<file path="config.mk">
export PLATFORM = sky130hd
export DESIGN_NAME = sample_collector
export DESIGN_NICKNAME = d
export VERILOG_FILES = /design/src/rtl/sample_collector.sv
export SDC_FILE = /design/constraint.sdc
export NUM_CORES = 1
export LEC_CHECK = 0
export CAP_MARGIN = 20
export CORE_AREA = 2 2 326 328
export CTS_CLUSTER_DIAMETER = 60
export DETAILED_ROUTE_END_ITERATION = 12
export DIE_AREA = 0 0 328 330
export PLACE_DENSITY = 0.56
export SETUP_SLACK_MARGIN = 0.15
export SYNTH_ARGS = -nofsm -noshare
export SYNTH_HDL_FRONTEND = slang
export SYNTH_SLANG_ARGS = --single-unit
</file>
<file path="constraint.sdc">
create_clock -name clk -period 7.2 [get_ports clk]
set_input_delay 0.72 -clock clk [delete_from_list [all_inputs] [get_ports clk]]
set_output_delay 0.72 -clock clk [all_outputs]
set_load 0.1 [all_outputs]
</file>
<file path="src/rtl/sample_collector.sv">
// sample_collector: round-robin pincontrol sampler that keeps only new samples in an EBI-drained FIFO.
// Optional define SAMPLE_TIMESTAMP_EN adds current_time and appends a timestamp word to each sample.
module sample_collector #(
  parameter logic [7:0] POSITION      = 8'hF0,
  parameter logic [7:0] FIRST_CHANNEL = 8'h00,
  parameter int         NUM_CHANNELS  = 8,
  parameter int         FIFO_DEPTH    = 64
) (
  input  logic        clk,
  input  logic        reset_n,
  input  logic        enable,
  input  logic [18:0] addr,
  input  logic        data_wr,
  input  logic        data_rd,
  input  logic [15:0] data_in,
  output logic [15:0] data_out,
  output logic        output_sample,
  output logic [7:0]  channel_select,
  input  logic [31:0] sample_data,
`ifdef SAMPLE_TIMESTAMP_EN
  input  logic [31:0] current_time,
`endif
  output logic        fifo_not_empty
);
  localparam int PTR_W = $clog2(FIFO_DEPTH);
  localparam int CNT_W = PTR_W + 1;
  localparam logic [CNT_W-1:0] DEPTH_C = CNT_W'(FIFO_DEPTH);
  localparam logic [7:0] SLOT_MASK = 8'((9'h1 << NUM_CHANNELS) - 9'h1);

  typedef enum logic [2:0] {
    S_IDLE, S_REQ, S_WAIT, S_CAP,
`ifdef SAMPLE_TIMESTAMP_EN
    S_CAP2,
`endif
    S_NEXT
  } state_t;

  state_t           state_q, state_d;
  logic [2:0]       slot_q, slot_d;
  logic             scan_en_q, scan_en_d;
  logic [7:0]       mask_q, mask_d;
  logic             ovf_q, ovf_d;
  logic [PTR_W-1:0] wr_ptr_q, wr_ptr_d, rd_ptr_q, rd_ptr_d;
  logic [CNT_W-1:0] count_q, count_d;
  logic [15:0]      data_out_q, data_out_d;
  logic [14:0]      last_cnt_q [8];
  logic [14:0]      last_cnt_d [8];
  logic [15:0]      mem_q [FIFO_DEPTH];
`ifdef SAMPLE_TIMESTAMP_EN
  logic [15:0]      ts_q, ts_d;
  logic             ts_pend_q, ts_pend_d;
  logic [CNT_W-1:0] free;
`endif

  logic        sel, wr_en, rd_en, flush, pop, push, ovf_set;
  logic        word_ok, accept;
  logic [7:0]  reg_a, eff_mask;
  logic [14:0] s_cnt;
  logic [15:0] cap_word, push_word;
  logic [6:0]  cnt_sat;
  logic        unused_ok;

  // First MASK-enabled slot at (incl) or after (!incl) cur, wrapping at NUM_CHANNELS.
  function automatic logic [2:0] pick_slot(input logic [2:0] cur, input logic [7:0] m,
                                           input logic incl);
    logic [2:0] r;
    logic       found;
    int         idx;
    r = cur;
    found = 1'b0;
    for (int k = 0; k < NUM_CHANNELS; k++) begin
      idx = (int'(cur) + k + (incl ? 0 : 1)) % NUM_CHANNELS;
      if (!found && m[idx[2:0]]) begin
        found = 1'b1;
        r = idx[2:0];
      end
    end
    return r;
  endfunction

  assign sel      = enable && (addr[15:8] == POSITION);
  assign reg_a    = addr[7:0];
  assign wr_en    = sel && data_wr;
  assign rd_en    = sel && data_rd;
  assign flush    = wr_en && (reg_a == 8'd0) && data_in[1];
  assign pop      = rd_en && (reg_a == 8'd3) && (count_q != '0);
  assign eff_mask = mask_q & SLOT_MASK;

  assign s_cnt    = sample_data[30:16];
  assign word_ok  = (sample_data[15:4] == 12'hABC) && (sample_data[3:1] == 3'b111);
  assign accept   = (state_q == S_CAP) && word_ok && (s_cnt != last_cnt_q[slot_q]);
  assign cap_word = {channel_select, s_cnt[6:0], sample_data[0]};

  assign output_sample  = (state_q == S_REQ);
  assign channel_select = FIRST_CHANNEL + {5'b0, slot_q};
  assign fifo_not_empty = (count_q != '0);
  assign data_out       = data_out_q;

`ifdef SAMPLE_TIMESTAMP_EN
  assign unused_ok = ^{addr[18:16], data_in[15:8], sample_data[31], current_time[31:16]};
`else
  assign unused_ok = ^{addr[18:16], data_in[15:8], sample_data[31]};
`endif

  always_comb begin
    state_d = state_q;
    slot_d  = slot_q;
    case (state_q)
      S_IDLE: if (scan_en_q && (eff_mask != 8'h0)) begin
        state_d = S_REQ;
        slot_d  = pick_slot(slot_q, eff_mask, 1'b1);
      end
      S_REQ:  state_d = S_WAIT;
      S_WAIT: state_d = S_CAP;
`ifdef SAMPLE_TIMESTAMP_EN
      S_CAP:  state_d = S_CAP2;
      S_CAP2: state_d = S_NEXT;
`else
      S_CAP:  state_d = S_NEXT;
`endif
      S_NEXT: if (!scan_en_q || (eff_mask == 8'h0)) begin
        state_d = S_IDLE;
      end else begin
        state_d = S_REQ;
        slot_d  = pick_slot(slot_q, eff_mask, 1'b0);
      end
      default: state_d = S_IDLE;
    endcase
  end

  always_comb begin
    push       = 1'b0;
    push_word  = cap_word;
    ovf_set    = 1'b0;
    last_cnt_d = last_cnt_q;
    if (accept) last_cnt_d[slot_q] = s_cnt;
`ifdef SAMPLE_TIMESTAMP_EN
    // The data word and its timestamp go in back to back, so room for both is reserved up front.
    free      = DEPTH_C - count_q;
    ts_d      = ts_q;
    ts_pend_d = 1'b0;
    if (state_q == S_CAP) ts_d = current_time[15:0];
    if (accept) begin
      if (free >= CNT_W'(2)) begin
        push      = 1'b1;
        ts_pend_d = !flush;
      end else begin
        ovf_set = 1'b1;
      end
    end
    if ((state_q == S_CAP2) && ts_pend_q) begin
      push      = 1'b1;
      push_word = ts_q;
    end
`else
    if (accept) begin
      if ((count_q != DEPTH_C) || pop) push = 1'b1;
      else ovf_set = 1'b1;
    end
`endif
  end

  always_comb begin
    wr_ptr_d = wr_ptr_q;
    rd_ptr_d = rd_ptr_q;
    count_d  = count_q;
    if (flush) begin
      wr_ptr_d = '0;
      rd_ptr_d = '0;
      count_d  = '0;
    end else begin
      if (push) wr_ptr_d = wr_ptr_q + 1'b1;
      if (pop)  rd_ptr_d = rd_ptr_q + 1'b1;
      count_d = count_q + CNT_W'(push) - CNT_W'(pop);
    end
  end

  always_comb begin
    scan_en_d = scan_en_q;
    mask_d    = mask_q;
    ovf_d     = ovf_q;
    if (wr_en && (reg_a == 8'd0)) scan_en_d = data_in[0];
    if (wr_en && (reg_a == 8'd1)) mask_d = data_in[7:0];
    if (wr_en && (reg_a == 8'd2)) ovf_d = 1'b0;
    if (ovf_set) ovf_d = 1'b1;
    cnt_sat    = (int'(count_q) > 127) ? 7'h7F : 7'(count_q);
    data_out_d = 16'h0;
    if (rd_en) begin
      case (reg_a)
        8'd0: data_out_d = {15'h0, scan_en_q};
        8'd1: data_out_d = {8'h0, mask_q};
        8'd2: data_out_d = {ovf_q, 8'h0, cnt_sat};
        8'd3: if (count_q != '0) data_out_d = mem_q[rd_ptr_q];
        default: data_out_d = 16'h0;
      endcase
    end
  end

  always_ff @(posedge clk or negedge reset_n) begin
    if (!reset_n) begin
      state_q    <= S_IDLE;
      slot_q     <= 3'd0;
      scan_en_q  <= 1'b0;
      mask_q     <= 8'hFF;
      ovf_q      <= 1'b0;
      wr_ptr_q   <= '0;
      rd_ptr_q   <= '0;
      count_q    <= '0;
      data_out_q <= 16'h0;
      for (int i = 0; i < 8; i++) last_cnt_q[i] <= 15'h0;
`ifdef SAMPLE_TIMESTAMP_EN
      ts_q       <= 16'h0;
      ts_pend_q  <= 1'b0;
`endif
    end else begin
      state_q    <= state_d;
      slot_q     <= slot_d;
      scan_en_q  <= scan_en_d;
      mask_q     <= mask_d;
      ovf_q      <= ovf_d;
      wr_ptr_q   <= wr_ptr_d;
      rd_ptr_q   <= rd_ptr_d;
      count_q    <= count_d;
      data_out_q <= data_out_d;
      last_cnt_q <= last_cnt_d;
`ifdef SAMPLE_TIMESTAMP_EN
      ts_q       <= ts_d;
      ts_pend_q  <= ts_pend_d;
`endif
    end
  end

  always_ff @(posedge clk) begin
    if (push && !flush) mem_q[wr_ptr_q] <= push_word;
  end
endmodule
</file>
; Word level (Yosys, flattened, before mapping)
; Memories as Yosys holds them, arrays and structs flattened.
; Cells that the tools add are included.
; Widths: inputs -> output; s select.
[totals]
regBits = 171
mem_bits_rw = 704
wordCells = 242
memories = 1
[mem_list]
columns = memory, words, word_bits, rd, rd_ports_with_merged_regs, wr, line_no
row1 = mem_q, 64, 11, 1, 0, 1, 48  ; logic [15:0] mem_q [FIFO_DEPTH];
[classes]
n_eq_ne = 16
order_cmp = 17
bitwise = 1
muxes = 115
addsub = 18
reduce_logical = 57
[ops]
columns = op, n
row1 = $bwmux 120, 1
row2 = $mux 1, 66
row3 = $pmux 16 s4, 1
row4 = $lt 3x4->1 const B, 15
row5 = $mux 3, 18
row6 = $bmux 1 s3, 15
row7 = $bmux 15 s3, 1
row8 = $demux 15 s3, 1
row9 = $mux 15, 3
row10 = $mux 16, 2
row11 = $logic_and 1x1->1, 29
row12 = $add 3x1->3 const B, 8
row13 = $mux 6, 4
row14 = $eq 8x2->1 const B, 2
row15 = $logic_not 1->1, 16
row16 = $logic_not 8->1, 2
row17 = $ne 15x15->1, 1
row18 = $pmux 3 s5, 1
row19 = $add 3x3->3 const B, 4
row20 = $add 6x1->6 const B, 2
row21 = $eq 12x12->1 const B, 1
row22 = $ne 9x9->1 const B, 1
row23 = $eq 8x1->1 const B, 1
row24 = $eq 8x8->1 const B, 1
row25 = 20 further kinds, 28

; Longest topological paths before layout
; Gate-level depths: netlist of run 1.
[logic_depth]
word_depth = 41
depth_mapped = 20
ltp_nobuf = 19

; Least setup slack after synthesis of run 1
; OpenSTA, ideal clock, no wires.
[synth_timing]
path_type = flip-flop to flip-flop
from = reg slot_q[0]
to = reg count_q[6], in the netlist cnt_sat[6]
t_arrival_ns = 5.207
setup_ns = 0.078
path_buffers = 3
period_less_slack_ns = 5.285
path_stages_with_launch = 21
setup_slack_ns = 1.915
required_ns = 7.122
cell_sequence = dfrtp_1 > buf_2 > buf_4 > mux4_2 > mux2i_1 > xnor2_1 > nor4_1 > nand4_1 > buf_4 > nand3_1 > inv_1 > ha_1 > inv_1 > fa_1 > inv_1 > a21oi_1 > o21bai_1 > a21oi_1 > nor2_1 > or3_1 > a21oi_1
[synth_via]
elab_chain_len = 10
[synth_lines]
columns = element, line_no
row1 = "start, declared", 39  ; logic [2:0] slot_q, slot_d;
row2 = "start signal, assigned", 217  ; slot_q <= slot_d;
row3 = $not 3->4 (implied by the code), 91  ; assign accept = (state_q == S_CAP) && word_ok && (s_cnt != last_cnt_q[slot_q]);
row4 = $bmux 15 s3, 91
row5 = $mux 15 (implied by the code) (2 in a row), 91
row6 = $ne 15x15->1, 91
row7 = $logic_and 1x1->1, 91
row8 = $mux 1, 156  ; if (accept) begin
row9 = $add 7x1->7, 174  ; count_d = count_q + CNT_W'(push) - CNT_W'(pop);
row10 = $sub 7x1->7, 174
row11 = $mux 7, 167  ; if (flush) begin
row12 = net count_d[6], 44  ; logic [CNT_W-1:0] count_q, count_d;
row13 = "end signal, assigned", 223  ; count_q <= count_d;
row14 = "end, declared", 44
; The timed path passes the listed nets, and every way through them passes these cells. The select of a mux whose other input is x is not followed.
; A chain may end at the register's enable or synchronous reset.

; Final worst setup path of run 1
[layout_timing]
from = reg slot_q[0]
to = mem mem_q[18][4] (netlist name), enable pin
[layout_via]
elab_chain_len = 10
[layout_lines]
columns = element, line_no
row1 = $not 3->4 (implied by the code), 91
row2 = $bmux 15 s3, 91
row3 = $mux 15 (implied by the code) (2 in a row), 91
row4 = $ne 15x15->1, 91
row5 = $logic_and 1x1->1, 91
row6 = $mux 1, 156
row7 = $logic_and 1x1->1, 234  ; if (push && !flush) mem_q[wr_ptr_q] <= push_word;
row8 = $mux 1, 234
row9 = $mux 1 (implied by the code), 234
row10 = "end, declared", 48
; No other way between the ends. The select of a mux whose other input is x is not followed.

==> key figures, run 1 <==
Drt
  – Met3 wire length: 5.71 mm
  – Vias/cell: 5.30
  – Met2 WL post-DR: ~39 mm
  – Metal-1 WL: 37.2 mm
  – Post-Route WL: between 80 and 90 mm
  – Vias post-DR: 18188
  – DR iter-0 viols: 1780
  – Highest routing layer actually used: met5
  – Wire per inst: ~24 um
  – First drt pass iteration count: 5
  – Post-DRT Antenna Nets: 0
  – Drt drc: 0

Timing
  – Setup-failing EPs final: 0
  – Final hold vios: 0
  – Worst slew margin: 28.0%
  – Max-slew violations: 0
  – Setup_tns: 0 ns
  – Ratio of final minimum period to clock period: 68.8%
  – Period minus WS final: 4.95 ns
  – Hold_ws: 0.169 ns
  – Worst-Margin Slew: ~1.1 ns
  – Max Fclk: 0.202 GHz
  – RSZ-0062 raised after global routing: no
  – Clock skew: 0.0243 ns

Synth
  – Ys Warns: 0
  – Post-synth EDFFs: 704
  – Async S/R FF share, synth: 19.2%
  – Largest area contributor in the netlist: edfxtp_1
  – Mapped cell area: roughly 36000 sq um
  – Top cells by count, synth: edfxtp_1, mux4_2, dfrtp_1, mux2_2, nor2_1
  – Flops & latches, synth: 871
  – Post-Syn Instances: 1839
  – Yosys cell types: 68
  – Syn avg cell area: 19.8 sq um
  – Yosys top cell area share: about 58%
  – Sequential area share after synthesis: 69.5%
  – Synth top area cells: edfxtp_1, mux4_2, dfrtp_1
  – Dominant synthesized flop cell: edfxtp_1
  – Count leader, synth: edfxtp_1

Final layout
  – Final Non-Filler Cells: 3431
  – Final core occ: 40.4%
  – Fillers: 9144
  – Final #Nets: 2050
  – Area Growth Syn to Fin: 16.1%
  – Multi-input logic area: 10600 sq um
  – Antenna cells: 0
  – Flip-flop and latch area: 25400 sq um
  – Share of cells above drive strength 1: between 30% and 40%

Clocking
  – CTS resizes: 0
  – TritonCTS Buffers: 98
  – Clk root buf: clkbuf_16
  – # clock sinks: 871
  – Clk_lat worst skew: 0.67 ns
  – Post-CTS setup buffer count: 0
  – Worst-path clk slew: 0.06 ns
  – H-tree depth: 3
  – Clock buffer depth: 3
  – CTS tree: yes
  – Hold bufs inserted after CTS: 0

Power and ir drop
  – Worst vdd ir: 0.194 mV
  – PD cells: 251 nW/um^2
  – Design Power: 10600 uW
  – LEAKAGE: roughly 0.015 uW

Hold path
  – Min-Delay Path Class: in -> async

Worst setup path
  – Setup crit start kind: flip-flop
  – Max stage delay on crit path: 0.89 ns
  – Crit path max fanout: 36
  – Critical Path RT: ~7.5 ns
  – CP max stage cell: dfrtp_4
  – Arrival time at the worst endpoint: 5.21 ns
  – CP Capture Type: flip-flop
  – Critical path type: reg -> reg
  – Cells along the critical path: mux4_2 > mux2i_1 > xnor2_1 > nor4_1 > nand4_1 > buf_4 > nand4_1 > buf_4 > or4b_2 > nor2_1

Die
  – Die Area: between 100000 and 150000 sq um
  – Chip Height: 330 um
  – Std cell rows: 119
  – I/O pins: 98
  – Starting Density: about a third
  – Core area: 105000 sq um
  – DIE WIDTH: 328 um

Placement
  – Placed insts: 3225
  – Port Buffers: 76
  – Gpl congestion: 0.792
  – Post-DP HPWL: 49.2 mm

Global routing
  – Initial antenna violation count: 4
  – Pin count of the biggest net entering global routing: 100
  – Vias in the first global route: 18686
  – Gr usage total: 15.4%
  – Grt total ovfl: 0
  – First-pass GRT wire length: 124 mm

Status
  – Outcome: finished, final reports clean

Flow run
  – Max Cap Viol: 0
==> final cells by class <==
class / count / area share, %
inverters: 23 / 0.204
multi-input cells: 817 / 25.0
clock inverters: 71 / 1.76
flip-flops and latches: 871 / 59.9
clock buffers: 111 / 5.91
well taps: 1391 / 4.11
repair buffers: 147 / 3.16
==> power breakdown <==
group          internal (uW)  leakage (uW)  total (uW)  switching, uW
Sequential              5440       0.00911        5450           10.7
Clock                   2920       0.00157        4970           2050
Combinational           63.2       0.00400         202            139
==> stage by stage <==
step | cell area [sq um] | setup slack (ns)
detailed placement | 38900 | 1.92
finish | 42300 | 2.25
global route | 42300 | 1.92
CTS | 42100 | 2.09
floorplan | 36500 | 1.91
global placement | 38800 | 2.00
==> state kept, by name (all words and copies together), names as in the netlist <==
register,count
cnt_sat,7
data_out,12
eff_mask,8
last_cnt_q,120
mem_q,704
ovf_q,1
rd_ptr_q,6
scan_en_q,1
slot_q,3
state_q,3
wr_ptr_q,6
==> cell usage in the layout, fill, tap and decap left out, types with 5 or more instances in the layout <==
cell type        instances
edfxtp_1               704
mux4_2                 276
dfrtp_1                152
mux2_2                 120
clkbuf_16               98
nor2_1                  70
clkdlybuf4s50_1         67
buf_4                   55
nand2_1                 31
mux2i_1                 27
xnor2_1                 26
clkinv_1                24
nor3_2                  23
a21oi_1                 22
inv_1                   20
mux2_1                  20
ha_1                    19
o21ai_0                 15
nor3_1                  14
clkinv_2                13
clkbuf_1                13
buf_6                   12
bufinv_16               11
nand3_1                 10
or3_1                   10
inv_6                   10
nand4_1                  9
conb_1                   9
buf_2                    9
and3_1                   8
nor4_1                   8
xor2_1                   8
dfstp_2                  8
and2_1                   7
nand3b_1                 7
a222oi_1                 6
nand4_2                  6
clkinvlp_4               6
or2_2                    5
dfrtp_4                  5
==> kinds of logic after synthesis <==
kind of cell               count (synthesis)  share of synthesized area, %
AOI/OAI and AO/OA                         79                          1.50
xor gates and xnor gates                  34                         0.817
adders and majority gates                 20                         0.707
buffers and inverters                    159                          1.97
DFF                                      871                          69.5
muxes                                    443                          22.1
other                                      1                        0.0103
and+or+nand+nor                          232                          3.43
==> path summary, 6_finish.rpt <==
kind / startpoint / end / slack (ns) / depth (start not counted)
min in group clk: sample_data[19] / last_cnt_q[18] / 0.44 / 2
hold / removal: reset_n / state_q[0] / 0.17 / 1
setup reg to reg: slot_q[0] / mem_q[18][4] / 2.25 / 10
hold reg to reg: last_cnt_q[73] / last_cnt_q[73] / 0.49 / 1
setup / recovery: slot_q[0] / mem_q[18][4] / 2.25 / 10
max in group asynchronous: reset_n / last_cnt_q[88] / 5.54 / 2
==> routing by layer <==
layer / vias to the layer above / GRT usage (%)
li1: 7751 / -
met5: - / 0
met1: 9729 / 22.0
met4: 4 / 4.52
met3: 132 / 3.41
met2: 572 / 23.8
==> critical path: cells and delay by family (launching register included) <==
kind	cells	cell delay (ns)
xor gates and xnor gates	1	0.19
and+or+nand+nor	5	2.10
muxes	2	0.79
DFF	1	0.89
buffers and inverters	2	0.53
Power figures use the tool's default switching activity.
==> run 2: changes to the inputs <==
PLACE_DENSITY = 0.58   (was 0.56)
clock period = 4 ns   (was 7.2 ns; I/O delays follow)
==> key figures, run 2 (synthesis gave the netlist of run 1 again) <==
Die
  – Die Area: 108000 sq um (unchanged)
  – I/O pins: 98 (unchanged)
  – Core area: 105000 sq um (unchanged)
  – Chip Height: 330 um (unchanged)
  – Starting Density: 34.8% (unchanged)
  – Std cell rows: 119 (unchanged)
  – DIE WIDTH: 328 um (unchanged)

Timing
  – Hold_ws: 0.142 ns (was 0.169 ns)
  – Worst slew margin: 25.3% (was 28.0%)
  – Clock skew: 0.0471 ns (was 0.0243 ns)
  – Period minus WS final: 3.90 ns (was 4.95 ns)
  – RSZ-0062 raised after global routing: yes (was no)
  – Ratio of final minimum period to clock period: 97.5% (was 68.8%)
  – Setup_tns: 0 ns (unchanged)
  – Worst-Margin Slew: 1.12 ns (was 1.08 ns)
  – Setup-failing EPs final: 0 (unchanged)
  – Final hold vios: 0 (unchanged)
  – Max Fclk: 0.256 GHz (was 0.202 GHz)
  – Max-slew violations: 0 (unchanged)

Final layout
  – Leading cell types in the layout, fill and taps excluded: edfxtp_1, mux4_2, dfrtp_1, mux2_2, buf_4 (was edfxtp_1, mux4_2, dfrtp_1, mux2_2, clkbuf_16)
  – Top reg by flops: mem_q (unchanged)
  – Area Growth Syn to Fin: 19.7% (was 16.1%)
  – Final #Nets: 2122 (was 2050)
  – Multi-input logic area: 10900 sq um (was 10600 sq um)
  – Share of cells above drive strength 1: 37.6% (was 33.3%)
  – Flip-flop and latch area: 25400 sq um (about the same)
  – Max reg flops: 704 (unchanged)
  – Fillers: 9100 (was 9144)
  – Commonest non-fill, non-tap cell in the layout: edfxtp_1 (unchanged)
  – Antenna cells: 0 (unchanged)

Hold path
  – Min-Delay Path Class: in -> reg (was in -> async)
  – Hold depth: 2
  – Hold path start: sample_data[20]
  – Hold Path End: last_cnt_q[19]

Worst setup path
  – CP top delay family: simple AND/OR/NAND/NOR gates (unchanged)
  – Crit path max fanout: 7 (was 36)
  – FF-to-FF End: cnt_sat[6] (was mem_q[18][4])
  – Max stage delay on crit path: 0.54 ns (was 0.89 ns)
  – Cells along the critical path: buf_12 > buf_12 > mux4_2 > mux2i_1 > xnor2_1 > nor4_2 > nand4_1 > buf_6 > nand3_4 > inv_2 > ha_4 > inv_2 > fa_2 > inv_1 > a21oi_2 > o21bai_2 > a21oi_1 > nor2_1 > or3_4 > a21oi_2 (was mux4_2 > mux2i_1 > xnor2_1 > nor4_1 > nand4_1 > buf_4 > nand4_1 > buf_4 > or4b_2 > nor2_1)
  – Worst r2r path cells: 20 (was 10)
  – Critical Path RT: 4.58 ns (was 7.46 ns)
  – CP Capture Type: flip-flop (unchanged)
  – Arrival time at the worst endpoint: 4.48 ns (was 5.21 ns)
  – Critical path type: reg -> reg (unchanged)
  – CP max stage cell: dfrtp_4 (unchanged)
  – Setup crit start kind: flip-flop (unchanged)
  – R2r setup slk: 0.1 ns (was 2.25 ns)
  – Buf+Inv Stages, Crit Path: 6 (was 2)
  – Worst R2R Start: slot_q[0] (unchanged)

Status
  – Outcome: finished, final reports clean (unchanged)

Flow run
  – Max Cap Viol: 0 (unchanged)

Drt
  – First drt pass iteration count: 6 (was 5)
  – Vias post-DR: 18460 (was 18188)
  – Post-Route WL: 86.8 mm (was 83.3 mm)
  – Vias/cell: 5.27 (was 5.30)
  – DR iter-0 viols: 1296 (was 1780)
  – Wire per inst: 24.8 um (was 24.3 um)
  – Drt drc: 0 (unchanged)
  – Post-DRT Antenna Nets: 0 (unchanged)

Global routing
  – Gr usage total: 16.2% (was 15.4%)
  – Initial antenna violation count: 6 (was 4)
  – First-pass GRT wire length: 129 mm (was 124 mm)
  – Vias in the first global route: 19408 (was 18686)
  – Pin count of the biggest net entering global routing: 101 (was 100)
  – Grt total ovfl: 0 (unchanged)

Placement
  – Port Buffers: 76 (unchanged)
  – Gpl congestion: 0.819 (was 0.792)
  – Post-DP HPWL: 53.9 mm (was 49.2 mm)

Clocking
  – Clock buffer depth: 3 (unchanged)
  – Clk root buf: clkbuf_16 (unchanged)
  – Worst-path clk slew: 0.06 ns (about the same)
  – CTS tree: yes (unchanged)
  – H-tree depth: 3 (unchanged)
  – Clk_lat worst skew: 0.67 ns (about the same)
  – # clock sinks: 871 (unchanged)
  – TritonCTS Buffers: 94 (was 98)

Power and ir drop
  – LEAKAGE: 0.0155 uW (was 0.0147 uW)
  – PD cells: 435 nW/um^2 (was 251 nW/um^2)
  – Worst vdd ir: 0.313 mV (was 0.194 mV)
## run 2: cell count changes in the layout (fill, tap and decap cells not counted), moves of 5 or more
cell,delta
nor3_2,-15
clkinv_1,-5
nor3_1,-8
clkbuf_8,+8
nor3_4,+23
nor2_1,-8
buf_12,+33
nor2_4,+8
buf_4,+43
## run 2: per-layer routing
| metal | global-route usage (%) | wire (um) | vias up |
|---|---|---|---|
| met5 | 0 | 32 | - |
| li1 | - | - | 7897 |
| met1 | 22.1 | 37600 | 9918 |
| met4 | 4.96 | 2200 | 6 |
| met2 | 25.7 | 41200 | 495 |
| met3 | 3.93 | 5720 | 144 |
## run 2: area by class of cell
class                           instances  share of cell area [%]
Sequential cell                       871                    58.1
Multi-Input combinational cell        817                    25.0
Inverter                               23                   0.203
Tap cell                             1391                    3.99
Timing Repair Buffer                  223                    5.48
Clock buffer                          115                    5.77
Clock inverter                         61                    1.47
## run 2: worst max-delay path by stage
stage	cells after the start	end	startpoint	slack [ns]
5_1_grt	20	cnt_sat[6]	slot_q[0]	-0.11
3_5_place_dp	11	mem_q[58][4]	slot_q[1]	-0.05
2_1_floorplan	20	cnt_sat[6]	slot_q[0]	0.01
6_report	20	cnt_sat[6]	slot_q[0]	0.1
3_3_place_gp	11	mem_q[58][4]	slot_q[1]	-0.05
4_1_cts	11	mem_q[8][10]	slot_q[0]	0.06
## run 2: worst register-to-register path, stage by stage (launching register included)
cell	delay [ns]
dfrtp_4	0.54
buf_12	0.17
buf_12	0.13
mux4_2	0.41
mux2i_1	0.18
xnor2_1	0.11
nor4_2	0.31
nand4_1	0.24
buf_6	0.20
nand3_4	0.06
inv_2	0.04
ha_4	0.15
inv_2	0.05
fa_2	0.21
inv_1	0.06
a21oi_2	0.15
o21bai_2	0.08
a21oi_1	0.15
nor2_1	0.07
or3_4	0.36
a21oi_2	0.14
## run 2: what timing repair did
action                                  CTS  global route
setup buffers                            11            10
endpoints found under the setup margin  430           372
pin swaps                                 6            24
hold endpoints to repair                 89             0
hold buffers                              1             0
gates cloned                              2             1
resized for setup                        16            37
## run 2: power by group
part           total, uW  switching, uW  internal, uW
clock               8770           3660          5120
combinational        395            264           131
sequential          9810           18.8          9790
## run 2: through the flow
step	std cells	setup slack, ns	utilization (%)	area, sq um	total power [uW]
floorplan	1847	0.0105	-	36800	10200
global placement	3294	-0.0487	38.0	39800	10400
detailed placement	3298	-0.0540	38.0	39800	10400
CTS	3488	0.0604	41.4	43300	19200
global route	3501	-0.109	41.7	43700	19600
finish	3501	0.0990	41.7	43700	19000
